===== src/rtl/store_data_aligner_pkg.sv =====
// Shared store-path definitions: size encodings, lane struct and alignment check.
// Used by the lane encoder and the store buffer top.
package store_pkg;

  typedef enum logic [1:0] {
    SZ_BYTE = 2'b00,
    SZ_HALF = 2'b01,
    SZ_WORD = 2'b10,
    SZ_ILL  = 2'b11
  } size_e;

  localparam int DATA_W = 32;
  localparam int WE_W   = DATA_W / 8;
  localparam int LANE_W = DATA_W + WE_W;

  typedef struct packed {
    logic [WE_W-1:0]   we;
    logic [DATA_W-1:0] wdata;
  } lane_t;

  // Size 11 is never legal; halves need even addresses, words need 4-byte alignment.
  function automatic logic is_misaligned(input logic [1:0] size, input logic [1:0] addr_lo);
    case (size)
      SZ_BYTE: return 1'b0;
      SZ_HALF: return addr_lo[0];
      SZ_WORD: return addr_lo != 2'b00;
      default: return 1'b1;
    endcase
  endfunction

endpackage


===== src/rtl/store_data_aligner_lane_encoder.sv =====
// Combinational little-endian lane encoder: replicates store data across lanes
// and builds byte enables from size and the low address bits.
module store_lane_encoder
  import store_pkg::*;
(
  input  logic [1:0]        i_size,
  input  logic [1:0]        i_addr_lo,
  input  logic [DATA_W-1:0] i_data,
  output logic [WE_W-1:0]   o_we,
  output logic [DATA_W-1:0] o_wdata,
  output logic              o_misaligned
);

  always_comb begin
    o_misaligned = is_misaligned(i_size, i_addr_lo);
    o_we         = '0;
    o_wdata      = i_data;
    case (i_size)
      SZ_BYTE: begin
        o_we    = WE_W'(4'b0001) << i_addr_lo;
        o_wdata = {4{i_data[7:0]}};
      end
      SZ_HALF: begin
        o_we    = WE_W'(4'b0011) << i_addr_lo;
        o_wdata = {2{i_data[15:0]}};
      end
      SZ_WORD: o_we = '1;
      default: o_we = '0;
    endcase
    if (o_misaligned) o_we = '0;
  end

endmodule


===== src/rtl/store_data_aligner.sv =====
// Store buffer between MEM stage and data memory: encodes lanes, queues stores,
// and presents the head entry through registered req/ack outputs.
module store_data_aligner
  import store_pkg::*;
#(
  parameter int DEPTH  = 2,
  parameter int ADDR_W = 32
) (
  input  logic              clk,
  input  logic              rst,
  input  logic              st_valid,
  output logic              st_ready,
  input  logic [ADDR_W-1:0] st_addr,
  input  logic [31:0]       st_data,
  input  logic [1:0]        st_size,
  output logic              misaligned,
  output logic              mem_req,
  input  logic              mem_ack,
  output logic [ADDR_W-1:0] mem_addr,
  output logic [31:0]       mem_wdata,
  output logic [3:0]        mem_we,
  output logic              empty
);

  localparam int PTR_W = (DEPTH > 1) ? $clog2(DEPTH) : 1;
  localparam int CNT_W = $clog2(DEPTH + 1);

  typedef struct packed {
    logic [ADDR_W-1:0] addr;
    lane_t             lane;
  } entry_t;

  entry_t             r_fifo [DEPTH];
  entry_t             r_head;
  logic [PTR_W-1:0]   r_wr_ptr;
  logic [PTR_W-1:0]   r_rd_ptr;
  logic [CNT_W-1:0]   r_count;
  logic               r_req;
  logic               r_mis;

  logic [WE_W-1:0]    w_we;
  logic [DATA_W-1:0]  w_wdata;
  logic               w_mis;
  entry_t             w_new;
  entry_t             w_head_nxt;
  logic               w_full;
  logic               w_acc;
  logic               w_push;
  logic               w_pop;
  logic [CNT_W-1:0]   w_cnt_left;
  logic [CNT_W-1:0]   w_cnt_nxt;
  logic [PTR_W-1:0]   w_rd_ptr_nxt;

  store_lane_encoder u_enc (
    .i_size       (st_size),
    .i_addr_lo    (st_addr[1:0]),
    .i_data       (st_data),
    .o_we         (w_we),
    .o_wdata      (w_wdata),
    .o_misaligned (w_mis)
  );

  assign w_full   = (r_count == CNT_W'(DEPTH));
  assign st_ready = !w_full && !rst;
  assign w_acc    = st_valid && st_ready;
  assign w_push   = w_acc && !w_mis;
  assign w_pop    = r_req && mem_ack;

  assign w_new.addr       = {st_addr[ADDR_W-1:2], 2'b00};
  assign w_new.lane.we    = w_we;
  assign w_new.lane.wdata = w_wdata;

  assign w_cnt_left   = r_count - CNT_W'(w_pop);
  assign w_cnt_nxt    = w_cnt_left + CNT_W'(w_push);
  assign w_rd_ptr_nxt = r_rd_ptr + PTR_W'(w_pop);
  // If nothing survives the pop, the incoming store becomes the new head directly.
  assign w_head_nxt   = (w_cnt_left == '0) ? w_new : r_fifo[w_rd_ptr_nxt];

  always_ff @(posedge clk) begin
    if (w_push) r_fifo[r_wr_ptr] <= w_new;
  end

  always_ff @(posedge clk) begin
    if (rst) begin
      r_wr_ptr <= '0;
      r_rd_ptr <= '0;
      r_count  <= '0;
      r_req    <= 1'b0;
      r_mis    <= 1'b0;
      r_head   <= '0;
    end else begin
      if (w_push) r_wr_ptr <= r_wr_ptr + PTR_W'(1);
      r_rd_ptr <= w_rd_ptr_nxt;
      r_count  <= w_cnt_nxt;
      r_req    <= (w_cnt_nxt != '0);
      r_mis    <= w_acc && w_mis;
      // Idle keeps addr/wdata but must drop byte enables.
      if (w_cnt_nxt != '0) r_head <= w_head_nxt;
      else                 r_head.lane.we <= '0;
    end
  end

  assign mem_req    = r_req;
  assign mem_addr   = r_head.addr;
  assign mem_wdata  = r_head.lane.wdata;
  assign mem_we     = r_head.lane.we;
  assign misaligned = r_mis;
  assign empty      = (r_count == '0);

endmodule


===== config.mk =====
export PLATFORM = sky130hd
export DESIGN_NAME = store_data_aligner
export DESIGN_NICKNAME = d
export VERILOG_FILES = /design/src/rtl/store_data_aligner_pkg.sv /design/src/rtl/store_data_aligner_lane_encoder.sv /design/src/rtl/store_data_aligner.sv
export SDC_FILE = /design/constraint.sdc
export NUM_CORES = 1
export LEC_CHECK = 0
export BUFFER_PORTS_ARGS = -buffer_cell sky130_fd_sc_hd__buf_2
export CAP_MARGIN = 20
export CORE_AREA = 2 2 168 170
export CTS_CLUSTER_SIZE = 24
export DETAILED_ROUTE_END_ITERATION = 6
export DIE_AREA = 0 0 170 172
export SETUP_SLACK_MARGIN = 0.3
export SYNTH_ARGS = -nofsm -noshare
export SYNTH_HDL_FRONTEND = slang
export SYNTH_SLANG_ARGS = --single-unit
export TNS_END_PERCENT = 30

===== constraint.sdc =====
create_clock -name clk -period 6.2 [get_ports clk]
set_input_delay 1.24 -clock clk [delete_from_list [all_inputs] [get_ports clk]]
set_output_delay 1.24 -clock clk [all_outputs]
set_load 0.005 [all_outputs]

* Yosys cells after proc, flatten, opt, wreduce, memory -nomap -nowiden
Memory sizes are Yosys's and may differ from the RTL's.
Index checks and enable logic that the tools add are counted.
** Word-level totals
- Register bits :: 74
- Bits in latches :: 0
- Memory bits (writable) :: 132
- Memory bits (read-only) :: 0
- Input port bits :: 70
- Output and inout port bits :: 72
- Logic and storage cells :: 40
- Memories :: 1
** Operators by class
- $add $sub $neg :: 4
- Multipliers :: 0
- Divide/modulo/power cells :: 0
- Order comparisons :: 0
- Eq/ne operators :: 3
- Shift operators :: 2
- Muxes and demuxes :: 7
- Bitwise gates (word level) :: 1
- Reduce and logical (&&, ||, !) cells :: 14
** Memories
- r_fifo :: depth 2, bits a word 66, rd ports 1, clocked after Yosys merged registers in 0, write ports 1, line store_data_aligner.sv:33 : entry_t r_fifo [DEPTH];
** Operator list (count)
- two-way mux 68 bit :: 1
- one-hot mux 32 bit (2 select lines) :: 1
- one-hot mux 4 bit (3 select lines) :: 1
- zero test 2 bit :: 3
- logical AND 1 bit :: 5
- equality test 2 bit, second input constant :: 2
- two-way mux 4 bit :: 1
- nonzero test 2 bit :: 2
- << shifter 1 x 2 -> 4 bit, first input constant :: 1
- << shifter 2 x 2 -> 4 bit, first input constant :: 1
- zero test 1 bit :: 3
- one-hot mux 1 bit (3 select lines) :: 1
- adder 2 x 1 -> 2 bit :: 1
- equality test 2 x 1 -> 1 bit, second input constant :: 1
- two-way mux 1 bit :: 2
- OR reduction 2 bit :: 1
- subtractor 2 x 1 -> 2 bit :: 1
- adder 1 bit :: 1
- adder 1 bit, second input constant :: 1
- inverter 1 bit :: 1

* Depth between registers and ports, before layout
Gate-level depths: netlist of the first run.
- Depth in word-level cells :: 9
- Gate-level depth with buffers :: 10
- Depth with buffers taken out :: 8

* By module
A second synthesis of the first run with hierarchy kept.
** Second synthesis, totals
- Cell total of the unflattened synthesis :: 682
- Area total of the unflattened synthesis :: 8453.1 um2
** By module, submodules not included
- store_data_aligner :: instances 1, cells an instance 613, area an instance 7898.8 um2, seq. area each 5405.2 um2
- store_lane_encoder :: instances 1, cells an instance 69, area an instance 554.3 um2, seq. area each 0.0 um2

* Least setup slack after synthesis of the first run
OpenSTA, ideal clock, no wires.
- Kind :: in2reg
- Start :: in st_size[0]
- End :: mem r_fifo[0][0] (netlist name), enable pin
- Library setup time :: 0.491 ns
- Arrival :: 4.587 ns
- Data required time :: 5.709 ns
- Slack :: 1.123 ns
- Stages on the path :: 4
- Buffers on the path :: 1
- Path through :: buf_6 nor3_4 o2111ai_4 nor2_1
** On the way
- Cells in the longest elaborated chain, start to end :: 6
- Elaborated cells between the ends (all ways) :: 8
- Those cells by class :: 2 x eq/ne; 3 x mux; 3 x reduce/logical
** RTL lines
- start, declared :: line store_data_aligner.sv:15 : input logic [1:0] st_size,
- equality test 2 bit (tied with other cells) :: line store_data_aligner_pkg.sv:23 : case (size)
- one-hot mux 1 bit (3 select lines) * :: line store_data_aligner_pkg.sv:23
- zero test 1 bit * :: line store_data_aligner.sv:66 : assign w_push = w_acc && !w_mis;
- logical AND 1 bit * :: line store_data_aligner.sv:66
- two-way mux 1 bit * :: line store_data_aligner.sv:80 : if (w_push) r_fifo[r_wr_ptr] <= w_new;
- two-way mux 1 bit (implied by the code) * :: line store_data_aligner.sv:80
- end, declared :: line store_data_aligner.sv:33
Mark *: on every way between the ends. The rest lies on a longest branch, timed or not.

* Worst setup path after layout of the first run
- Start :: in st_size[1]
- End :: reg r_head (netlist bit mem_addr[27])
** On the way
- Cells in the longest elaborated chain, start to end :: 6
- Elaborated cells between the ends (all ways) :: 8
- Those cells by class :: 1 x add/sub; 2 x eq/ne; 1 x mux; 4 x reduce/logical
** RTL lines
- equality test 2 bit (tied with other cells) :: line store_data_aligner_pkg.sv:23
- one-hot mux 1 bit (3 select lines) * :: line store_data_aligner_pkg.sv:23
- zero test 1 bit * :: line store_data_aligner.sv:66
- logical AND 1 bit * :: line store_data_aligner.sv:66
- adder 2 x 1 -> 2 bit * :: line store_data_aligner.sv:74 : assign w_cnt_nxt = w_cnt_left + CNT_W'(w_push);
- nonzero test 2 bit * :: line store_data_aligner.sv:98 : if (w_cnt_nxt != '0) r_head <= w_head_nxt;
- end signal, assigned :: line store_data_aligner.sv:98
- end, declared :: line store_data_aligner.sv:34 : entry_t r_head;
Marked as above.
A chain may end at the register's enable or synchronous reset.

==> impl_metrics.tcl, run 1 <==
set metrics [dict create \
    avgRoutedWirePerCell_um 17.5 \
    rrSetupSlack_ns 3.38 \
    postCtsSetupRepairBufs 0 \
    period_needed_ns 3.48 \
    ys_ff_latch 204 \
    cts-root-buf "clkbuf_16" \
    rows 61 \
    vias 4944 \
    fin_tns_setup_ns 0 \
    clkSinkCount 204 \
    grt_pass1_vias 4722 \
    use_met3_pct 2.24 \
    yosys-top-cells-count "edfxtp_1 (132), mux2i_1 (74), dfxtp_1 (72), nand2_1 (56), o21ai_0 (48)" \
    power.leakage_nw 4.03 \
    first_pass_iters 4 \
    fin_area_sq_mm 0.00980 \
    startpoint "st_size[1]" \
    start_kind "primary input" \
    area_delta_synth_final_pct 20.7 \
    syn-cell-area_sq_mm 0.00811 \
    antenna_found_initial 0 \
    grt_pass1_wl_um 27900 \
    swShare_pct 31.0 \
    grt_max_degree 77 \
    p_per_area_mw_per_mm2 441 \
    netlist_instances 580 \
    postCtsResizedCells 0 \
    finalSetupViolations 0 \
    slew_headroom_pct 33.5 \
    combPwrFrac_pct 29.3 \
    netlist.area_leader.share_pct 48.9 \
    io_pins 142 \
    ys.flop_type "edfxtp_1" \
    power.clock.fraction_pct 29.4 \
    end_kind "flop" \
    gp_congestion 0.720 \
    finalNetCount 780 \
    antenna_cells 0 \
    reg2reg_depth 8 \
    die_w_um 170 \
    slew_viol_final 0 \
    yosysMostFrequentCell "edfxtp_1" \
    crit_path_max_fanout 39 \
    globalRouteMet1Util_pct 17.5 \
    rsz0062_at_grt "no" \
    tightest_slew_ns 0.994 \
    cts_max_level 1 \
    fp.dieArea_sq_mm 0.0292 \
    nFillCells 2684 \
    holdCritPathClass "reg2reg" \
    fp.dieH_um 172 \
    synth-edff-count 132 \
    drc 0 \
    arrival_ns 3.90 \
    finish.utilization_pct 35.7 \
    p_int_mw 2.98 \
    drt_iter0_drc 275 \
    ys_types 33 \
    status "complete, no violations" \
    vias_per_cell 4.62 \
    whs_ns 0.452 \
    seq_area_sq_mm 0.00541 \
    seqPwrFrac_pct 41.3 \
    required_ns 6.63 \
    synth_top_cells_by_area "edfxtp_1 (49%), dfxtp_1 (18%), mux2i_1 (9.1%), mux2_2 (4.4%), a22o_1 (4.2%)" \
    place_area_sq_mm 0.00909 \
    dp_hpwl_um 12300 \
    core_area_sq_mm 0.0275 \
    avgSynthCellArea_sq_um 14.0 \
    power.total_mw 4.32 \
    initial_utilization_pct 29.5 \
    cts_made_buffers 21 \
    ctsHoldBuffers 0 \
    yosysSeqAreaShare_pct 66.6 \
    hold_viol 0 \
    reg2reg_from "mem_req" \
    yosys.area.top_type "edfxtp_1" \
    met2_usage_pct 20.2 \
    fmaxAchievable_ghz 0.288 \
    drive_gt1_share_pct 30.4 \
    clk_path_buf_depth 3 \
    path_clk_slew_ns 0.06 \
    routed_wl_um 18700 \
    globalRouteTotalUtil_pct 12.5 \
    multi_input_area_sq_mm 0.00250 \
    p_sw_mw 1.34 \
    clkLatencyLatePin_ns 0.49 \
    async_flop_share_pct 0 \
    yosysWarnings 0 \
    drtAntennaViolNets 0 \
    tritoncts "built" \
    period_share_pct 56.1 \
    crit_path_end "mem_addr[27]" \
    port_buffers 139 \
    vdd_drop_max_mv 0.190 \
    skew_ns 0.0134 \
    drv_cap 0 \
    grt_overflow 0 \
    r2r_end "mem_addr[27]" \
    grt_busiest_layer "met2" \
    worstSetupPathType "in2reg" \
]
[power by group through the flow]
stage	Sequential, mW	Clock (mW)	Combinational [mW]
global route	1.81	1.36	1.41
finish	1.78	1.27	1.27
detailed placement	1.81	0	1.30
global placement	1.81	0	1.28
floorplan	1.82	0	0.845
CTS	1.79	1.31	1.30
[how the worst min path moves through the flow]
| stage | startpoint | endpoint | slack [ns] | depth (start not counted) |
|---|---|---|---|---|
| 4_1_cts | mem_wdata[24] | mem_wdata[24] | 0.45 | 2 |
| 6_report | mem_wdata[31] | mem_wdata[31] | 0.45 | 2 |
| 2_1_floorplan | mem_wdata[24] | mem_wdata[24] | 0.45 | 2 |
| 5_1_grt | mem_wdata[24] | mem_wdata[24] | 0.48 | 2 |
| 3_5_place_dp | mem_wdata[8] | mem_wdata[8] | 0.44 | 1 |
| 3_3_place_gp | mem_wdata[24] | mem_wdata[24] | 0.44 | 2 |
[logic make-up (layout without fill, tap and decap cells)]
logic type / Yosys count / in the layout / synth area share [%]
mux: 107 / 107 / 13.8
simple gates: 90 / 90 / 4.69
compound gates: 128 / 128 / 11.2
buf+inv: 44 / 187 / 2.98
flops: 204 / 204 / 66.6
xor+xnor: 5 / 5 / 0.540
fa+ha+maj: 1 / 1 / 0.154
other cells: 1 / 2 / 0.0462
[through the flow]
stage / cells / worst slack, ns
after floorplan: 581 / 1.12
after global placement: 1032 / 2.30
after detailed placement: 1032 / 2.20
after CTS: 1070 / 2.72
after global routing: 1070 / 2.51
final: 1070 / 2.72
[critical path, stage by stage]
cell and delay (ns):
buf_2 0.47, a21oi_1 0.19, o2111ai_4 0.38, mux2_4 0.44, nand2b_4 0.29, inv_2 0.61, a22o_1 0.22
[state kept, by name, indices dropped and copies added, names as in the netlist]
name / flops
r_fifo: 132
mem_addr: 30
r_wr_ptr: 1
misaligned: 1
mem_wdata: 32
mem_we: 4
r_count: 2
r_rd_ptr: 1
mem_req: 1
[cell usage in the layout, fill, tap and decap left out, types with 5 or more instances in the layout]
master,synthesis,routed
a211o_1,8,8
a211oi_1,5,5
a21oi_1,11,11
a22o_1,39,39
buf_2,10,139
buf_4,3,6
clkbuf_16,0,21
clkbuf_8,0,5
dfxtp_1,72,72
edfxtp_1,132,132
mux2_2,32,32
mux2i_1,74,74
nand2_1,56,55
nor2_1,24,22
o21ai_0,48,48
o2bb2ai_1,16,16
[metal layers]
metal | part of all wire, % | vias to the layer above
li1 | - | 2440
met1 | 47 | 2317
met2 | 46 | 166
met3 | 6.1 | 21
met4 | 1.4 | 0
met5 | 0 | -
[final cells by class]
type	instances	area share [%]
Inverter	4	0.153
Clock buffer	29	6.18
Clock inverter	9	1.01
Sequential cell	204	55.2
Timing Repair Buffer	145	7.56
Tap cell	346	4.42
Multi-Input combinational cell	333	25.5
Note: power is estimated with default switching activity, not from simulation.
==> inputs of run 2 (changes only) <==
--- a/config.mk
+++ b/config.mk
@@ -5,12 +5,13 @@
 export SDC_FILE = /design/constraint.sdc
 export NUM_CORES = 1
 export LEC_CHECK = 0
+export ABC_AREA = 1
 export BUFFER_PORTS_ARGS = -buffer_cell sky130_fd_sc_hd__buf_2
 export CAP_MARGIN = 20
-export CORE_AREA = 2 2 168 170
+export CORE_AREA = 2 2 181 183
 export CTS_CLUSTER_SIZE = 24
 export DETAILED_ROUTE_END_ITERATION = 6
-export DIE_AREA = 0 0 170 172
+export DIE_AREA = 0 0 183 185
 export SETUP_SLACK_MARGIN = 0.3
 export SYNTH_ARGS = -nofsm -noshare
 export SYNTH_HDL_FRONTEND = slang
==> constraint.sdc (replaced) <==
create_clock -name clk -period 3.18 [get_ports clk]
set_input_delay 0.636 -clock clk [delete_from_list [all_inputs] [get_ports clk]]
set_output_delay 0.636 -clock clk [all_outputs]
set_load 0.005 [all_outputs]
==> impl_metrics.tcl, run 2 <==
set metrics [dict create \
    status "complete, no violations" \
    grt_overflow 0 \
    syn-cell-area_sq_mm 0.00949 \
    power.leakage_nw 5.10 \
    cts_max_level 1 \
    avgRoutedWirePerCell_um 15.2 \
    core_area_sq_mm 0.0320 \
    synth-edff-count 132 \
    holdPathStages 1 \
    skew_ns 0.00999 \
    slew_headroom_pct 46.8 \
    place_ws_ns 0.373 \
    drive_gt1_share_pct 24.7 \
    io_pins 142 \
    dp_hpwl_um 15400 \
    drc 0 \
    cts-root-buf "clkbuf_16" \
    yosys-top-cells-count "nand2_1 (288), edfxtp_1 (132), inv_1 (114), nor2_1 (94), dfxtp_1 (72)" \
    reg2reg_from "mem_req" \
    drtAntennaViolNets 0 \
    tritoncts "built" \
    vias_per_cell 4.51 \
    ys_ff_latch 204 \
    start_kind "flop" \
    ctsHoldBuffers 0 \
    initial_utilization_pct 29.6 \
    vias 7181 \
    slew_viol_final 0 \
    postCtsResizedCells 0 \
    p_per_area_mw_per_mm2 866 \
    rows 66 \
    drt_iter0_drc 375 \
    ys_types 33 \
    fp.dieH_um 185 \
    netlist_instances 1046 \
    port_buffers 139 \
    ys.flop_type "edfxtp_1" \
    gp_congestion 0.782 \
    largest_reg_flops 132 \
    cts_made_buffers 23 \
    layout_common_cells "nand2_1 (286), buf_2 (139), edfxtp_1 (132)" \
    worstSetupPathType "reg2reg" \
    synth_compound_area_share_pct 7.40 \
    yosysMostFrequentCell "nand2_1" \
    regMostFlops "r_fifo" \
    synth_top_cells_by_area "edfxtp_1 (42%), dfxtp_1 (15%), nand2_1 (11%), a21oi_2 (4.5%), inv_1 (4.5%)" \
    rsz0062_at_grt "no" \
    synthXorXnorAreaFrac_pct 0.171 \
    antenna_found_initial 0 \
    clkLatencyLatePin_ns 0.51 \
    finalNetCount 1237 \
    rrSetupSlack_ns 0.75 \
    setup_slack_ns 0.749 \
    routed_wl_um 24100 \
    place_inst 1549 \
    globalRouteTotalUtil_pct 14.2 \
    layout_commonest_cell "nand2_1" \
    stdcell_count 1591 \
    reg2reg_depth 11 \
    yosysSeqAreaShare_pct 57.0 \
    async_flop_share_pct 0 \
    period_needed_ns 2.43 \
    finalSetupViolations 0 \
    first_pass_iters 5 \
    worstHoldStart "st_addr[3]" \
    yosysWarnings 0 \
    path_clk_slew_ns 0.06 \
    postCtsSetupRepairBufs 0 \
    crit_path_max_fanout 33 \
    die_w_um 183 \
    grt_pass1_vias 6758 \
    netlist.area_leader.share_pct 41.8 \
    required_ns 3.63 \
    drv_cap 0 \
    area_delta_synth_final_pct 19.5 \
    fmaxAchievable_ghz 0.411 \
    avgSynthCellArea_sq_um 9.07 \
    clk_path_buf_depth 3 \
    synthMuxAreaShare_pct 0.211 \
    tightest_slew_ns 0.798 \
    holdCritPathClass "in2reg" \
    synthSimpleGateAreaFrac_pct 26.5 \
    synth_top_family_by_area "simple AND/OR/NAND/NOR gates" \
    finish.utilization_pct 35.4 \
    grt_max_degree 106 \
    r2r_end "mem_addr[27]" \
    clkSinkCount 204 \
    yosys.area.top_type "edfxtp_1" \
    grt_pass1_wl_um 38000 \
    hold_viol 0 \
    arrival_ns 2.88 \
    worstHoldEndpoint "r_fifo[1][37]" \
    vdd_drop_max_mv 0.386 \
    synthAdderAreaFrac_pct 0.132 \
    period_share_pct 76.5 \
    fp.dieArea_sq_mm 0.0339 \
    antenna_cells 0 \
    end_kind "flop" \
]
## run 2: cell types whose count changed in the layout (fill, tap and decap cells not counted), sizes merged, moves of 9 or more
cell / delta
nand2: +234
inv: +111
nor2: +74
nand3: +73
mux2i: -72
nand3b: +47
a21oi: +46
a22o: -39
or2: +37
mux2: -33
o2bb2ai: -16
buf: +12
o21ai: -9
## run 2: logic make-up (layout without fill, tap and decap cells)
kind of cell | Yosys count | in the layout
compound gates | 101 | 101
buf+inv | 179 | 315
fa+ha+maj | 1 | 1
mux | 2 | 2
xor+xnor | 1 | 1
simple gates | 557 | 557
other cells | 1 | 2
flops | 204 | 204
## run 2: worst max-delay path by stage
stage / from / endpoint / slack [ns] / depth (start not counted)
5_1_grt: mem_req / mem_wdata[25] / 0.46 / 12
2_1_floorplan: st_size[1] / r_fifo[1][0] / -0.18 / 6
4_1_cts: rst / st_ready / 0.74 / 6
6_report: mem_req / mem_addr[27] / 0.75 / 11
3_3_place_gp: mem_ack / mem_wdata[25] / 0.43 / 13
3_5_place_dp: mem_ack / mem_addr[27] / 0.37 / 12
## run 2: per-stage QoR
step / setup TNS (ns) / area, sq um / hold WS, ns / total power, mW
floorplan: -22.30 / 9500 / 0.480 / 6.23
global placement: 0 / 10600 / 0.464 / 7.33
detailed placement: 0 / 10600 / 0.474 / 7.38
CTS: 0 / 11300 / 0.303 / 9.98
global route: 0 / 11300 / 0.306 / 10.6
finish: 0 / 11300 / 0.330 / 9.81
## run 2: worst max-delay path, cell delays in order, from the launching register on
cell	delay [ns]
dfxtp_1	0.35
nand2_1	0.15
inv_1	0.09
ha_1	0.21
xnor2_2	0.29
nand2_4	0.27
inv_2	0.41
buf_12	0.25
nand2_1	0.07
nand2_1	0.08
a21oi_2	0.03
nor2_1	0.11
## run 2: layout make-up
cell class,count,area [sq um]
fillers,3258,20700
flip-flops and latches,204,5410
clock buffers,34,678
multi-input cells,664,3310
clock inverters,8,41.3
inverters,116,435
repair buffers,157,956
well taps,408,510
## run 2: power by group
| group | switching [mW] | internal (mW) |
|---|---|---|
| combinational | 2.45 | 1.46 |
| sequential | 0.170 | 3.20 |
| clock | 1.06 | 1.47 |
| total | 3.68 | 6.13 |
## run 2: metal layers
layer | part of all wire, % | routed length [um] | track usage (%)
met4 | 1.8 | 437 | 3.42
met3 | 6.3 | 1520 | 2.95
met2 | 46 | 11100 | 23.3
met5 | 0 | 0 | 0
met1 | 46 | 11100 | 19.2
==> inputs of run 3 (changes only) <==
==> constraint.sdc (replaced) <==
create_clock -name clk -period 2 [get_ports clk]
set_input_delay 0.4 -clock clk [delete_from_list [all_inputs] [get_ports clk]]
set_output_delay 0.4 -clock clk [all_outputs]
set_load 0.005 [all_outputs]
==> impl_metrics.tcl, run 3 (synthesis results as in run 2) <==
set metrics [dict create \
    start_kind "flop" \
    dp_hpwl_um 16500 \
    ctsHoldBuffers 0 \
    slew_headroom_pct 64.4 \
    routed_wl_um 30000 \
    slew_viol_final 0 \
    rows 66 \
    place_area_sq_mm 0.0108 \
    drive_gt1_share_pct 36.6 \
    finish.utilization_pct 42.3 \
    setup_slack_ns 0.127 \
    p_per_area_mw_per_mm2 1520 \
    holdCritPathClass "in2reg" \
    fin_area_sq_mm 0.0136 \
    avgRoutedWirePerCell_um 17.7 \
    regMostFlops "r_fifo" \
    cts_max_level 1 \
    place_ws_ns -0.113 \
    reg2reg_from "mem_req" \
    worstSetupPathType "reg2reg" \
    drc 0 \
    globalRouteTotalUtil_pct 16.8 \
    hold_viol 0 \
    required_ns 2.46 \
    rrSetupSlack_ns 0.13 \
    worstHoldStart "st_addr[24]" \
    port_buffers 139 \
    antenna_found_initial 0 \
    finalNetCount 1338 \
    largest_reg_flops 132 \
    fp.dieH_um 185 \
    finalSetupViolations 0 \
    drv_cap 0 \
    skew_ns 0.0175 \
    clk_path_buf_depth 3 \
    area_delta_synth_final_pct 42.9 \
    holdPathStages 1 \
    vias_per_cell 4.61 \
    reg2reg_depth 13 \
    worstHoldEndpoint "r_fifo[0][58]" \
    drt_iter0_drc 484 \
    grt_max_degree 41 \
    stdcell_count 1693 \
    period_share_pct 93.7 \
    layout_common_cells "nand2_1 (250), buf_2 (139), edfxtp_1 (132)" \
    layout_commonest_cell "nand2_1" \
    first_pass_iters 5 \
    grt_pass1_vias 7626 \
    fp.dieArea_sq_mm 0.0339 \
    grt_overflow 0 \
    cts-root-buf "clkbuf_16" \
    cts_made_buffers 24 \
    clkSinkCount 204 \
    power.leakage_nw 6.03 \
    crit_path_max_fanout 6 \
    fmaxAchievable_ghz 0.534 \
    vdd_drop_max_mv 0.696 \
    path_clk_slew_ns 0.06 \
    io_pins 142 \
    r2r_end "mem_wdata[18]" \
    tightest_slew_ns 0.529 \
    end_kind "flop" \
    place_inst 1572 \
    core_area_sq_mm 0.0320 \
    vias 7807 \
    rsz0062_at_grt "yes" \
    clkLatencyLatePin_ns 0.52 \
    grt_pass1_wl_um 43800 \
    die_w_um 183 \
    drtAntennaViolNets 0 \
    gp_congestion 0.780 \
    arrival_ns 2.33 \
    period_needed_ns 1.87 \
    status "complete, no violations" \
    tritoncts "built" \
    antenna_cells 0 \
    initial_utilization_pct 29.6 \
]
==> run 3: cell count changes in the layout (fill, tap and decap cells not counted), moves of 13 or more <==
cell / change
o21ai_0: -19
buf_12: +17
nand2_2: +29
nand3_1: -13
buf_6: +15
buf_16: +25
buf_4: +22
nand2_1: -36
o21ai_1: +13
==> run 3: how the worst max path moves through the flow <==
stage	startpoint	to	cells past startpoint
3_5_place_dp	mem_ack	mem_wdata[7]	12
3_3_place_gp	mem_ack	mem_wdata[21]	11
6_report	mem_req	mem_wdata[18]	13
4_1_cts	mem_req	mem_wdata[9]	13
5_1_grt	mem_req	mem_wdata[9]	12
2_1_floorplan	st_size[1]	r_fifo[1][0]	6
==> run 3: layer usage <==
layer | global-route usage [%] | part of all wire (%) | up-vias
li1 | - | - | 3822
met1 | 21.6 | 44 | 3713
met2 | 28.5 | 47 | 207
met3 | 2.83 | 5.1 | 65
met4 | 6.24 | 3.9 | 0
met5 | 0 | 0 | -
==> run 3: cell type report <==
cell class / count / area, sq um
fill: 3031 / 18500
sequential: 204 / 5410
multi-input combinational: 668 / 3800
timing repair buffer: 253 / 2670
clock buffer: 30 / 644
tap: 408 / 510
inverter: 116 / 450
clock inverter: 14 / 71.3
==> run 3: repair_timing <==
| item | in CTS | in global routing |
|---|---|---|
| gates cloned | 25 | 11 |
| buffers inserted | 34 | 7 |
| gates resized for setup | 114 | 86 |
| setup endpoints to repair | 202 | 202 |
| pin swaps | 26 | 68 |
==> run 3: per-stage QoR <==
step	total power, mW	setup TNS [ns]	hold slack [ns]
6_report	20.7	0	0.0801
5_1_grt	21.9	0	0.0716
4_1_cts	19.7	0	0.0658
3_5_place_dp	12.2	-5.53	0.466
3_3_place_gp	12.2	-3.10	0.468
2_1_floorplan	9.90	-44.36	0.472
==> run 3: critical path, cell delays in order, from the launching register on <==
cell	delay (ns)
dfxtp_2	0.33
nand2_2	0.09
inv_2	0.06
ha_4	0.28
inv_4	0.04
o21bai_4	0.17
nand2_4	0.10
buf_12	0.11
nand3_4	0.13
buf_12	0.17
buf_16	0.13
nand2_4	0.04
nand2_1	0.05
nor2_1	0.10
==> run 3: power by group <==
group / internal, mW / leakage (nW) / switching [mW]
clock network: 2.28 / 0.347 / 1.72
registers: 5.10 / 1.80 / 0.314
logic: 5.61 / 3.88 / 5.64
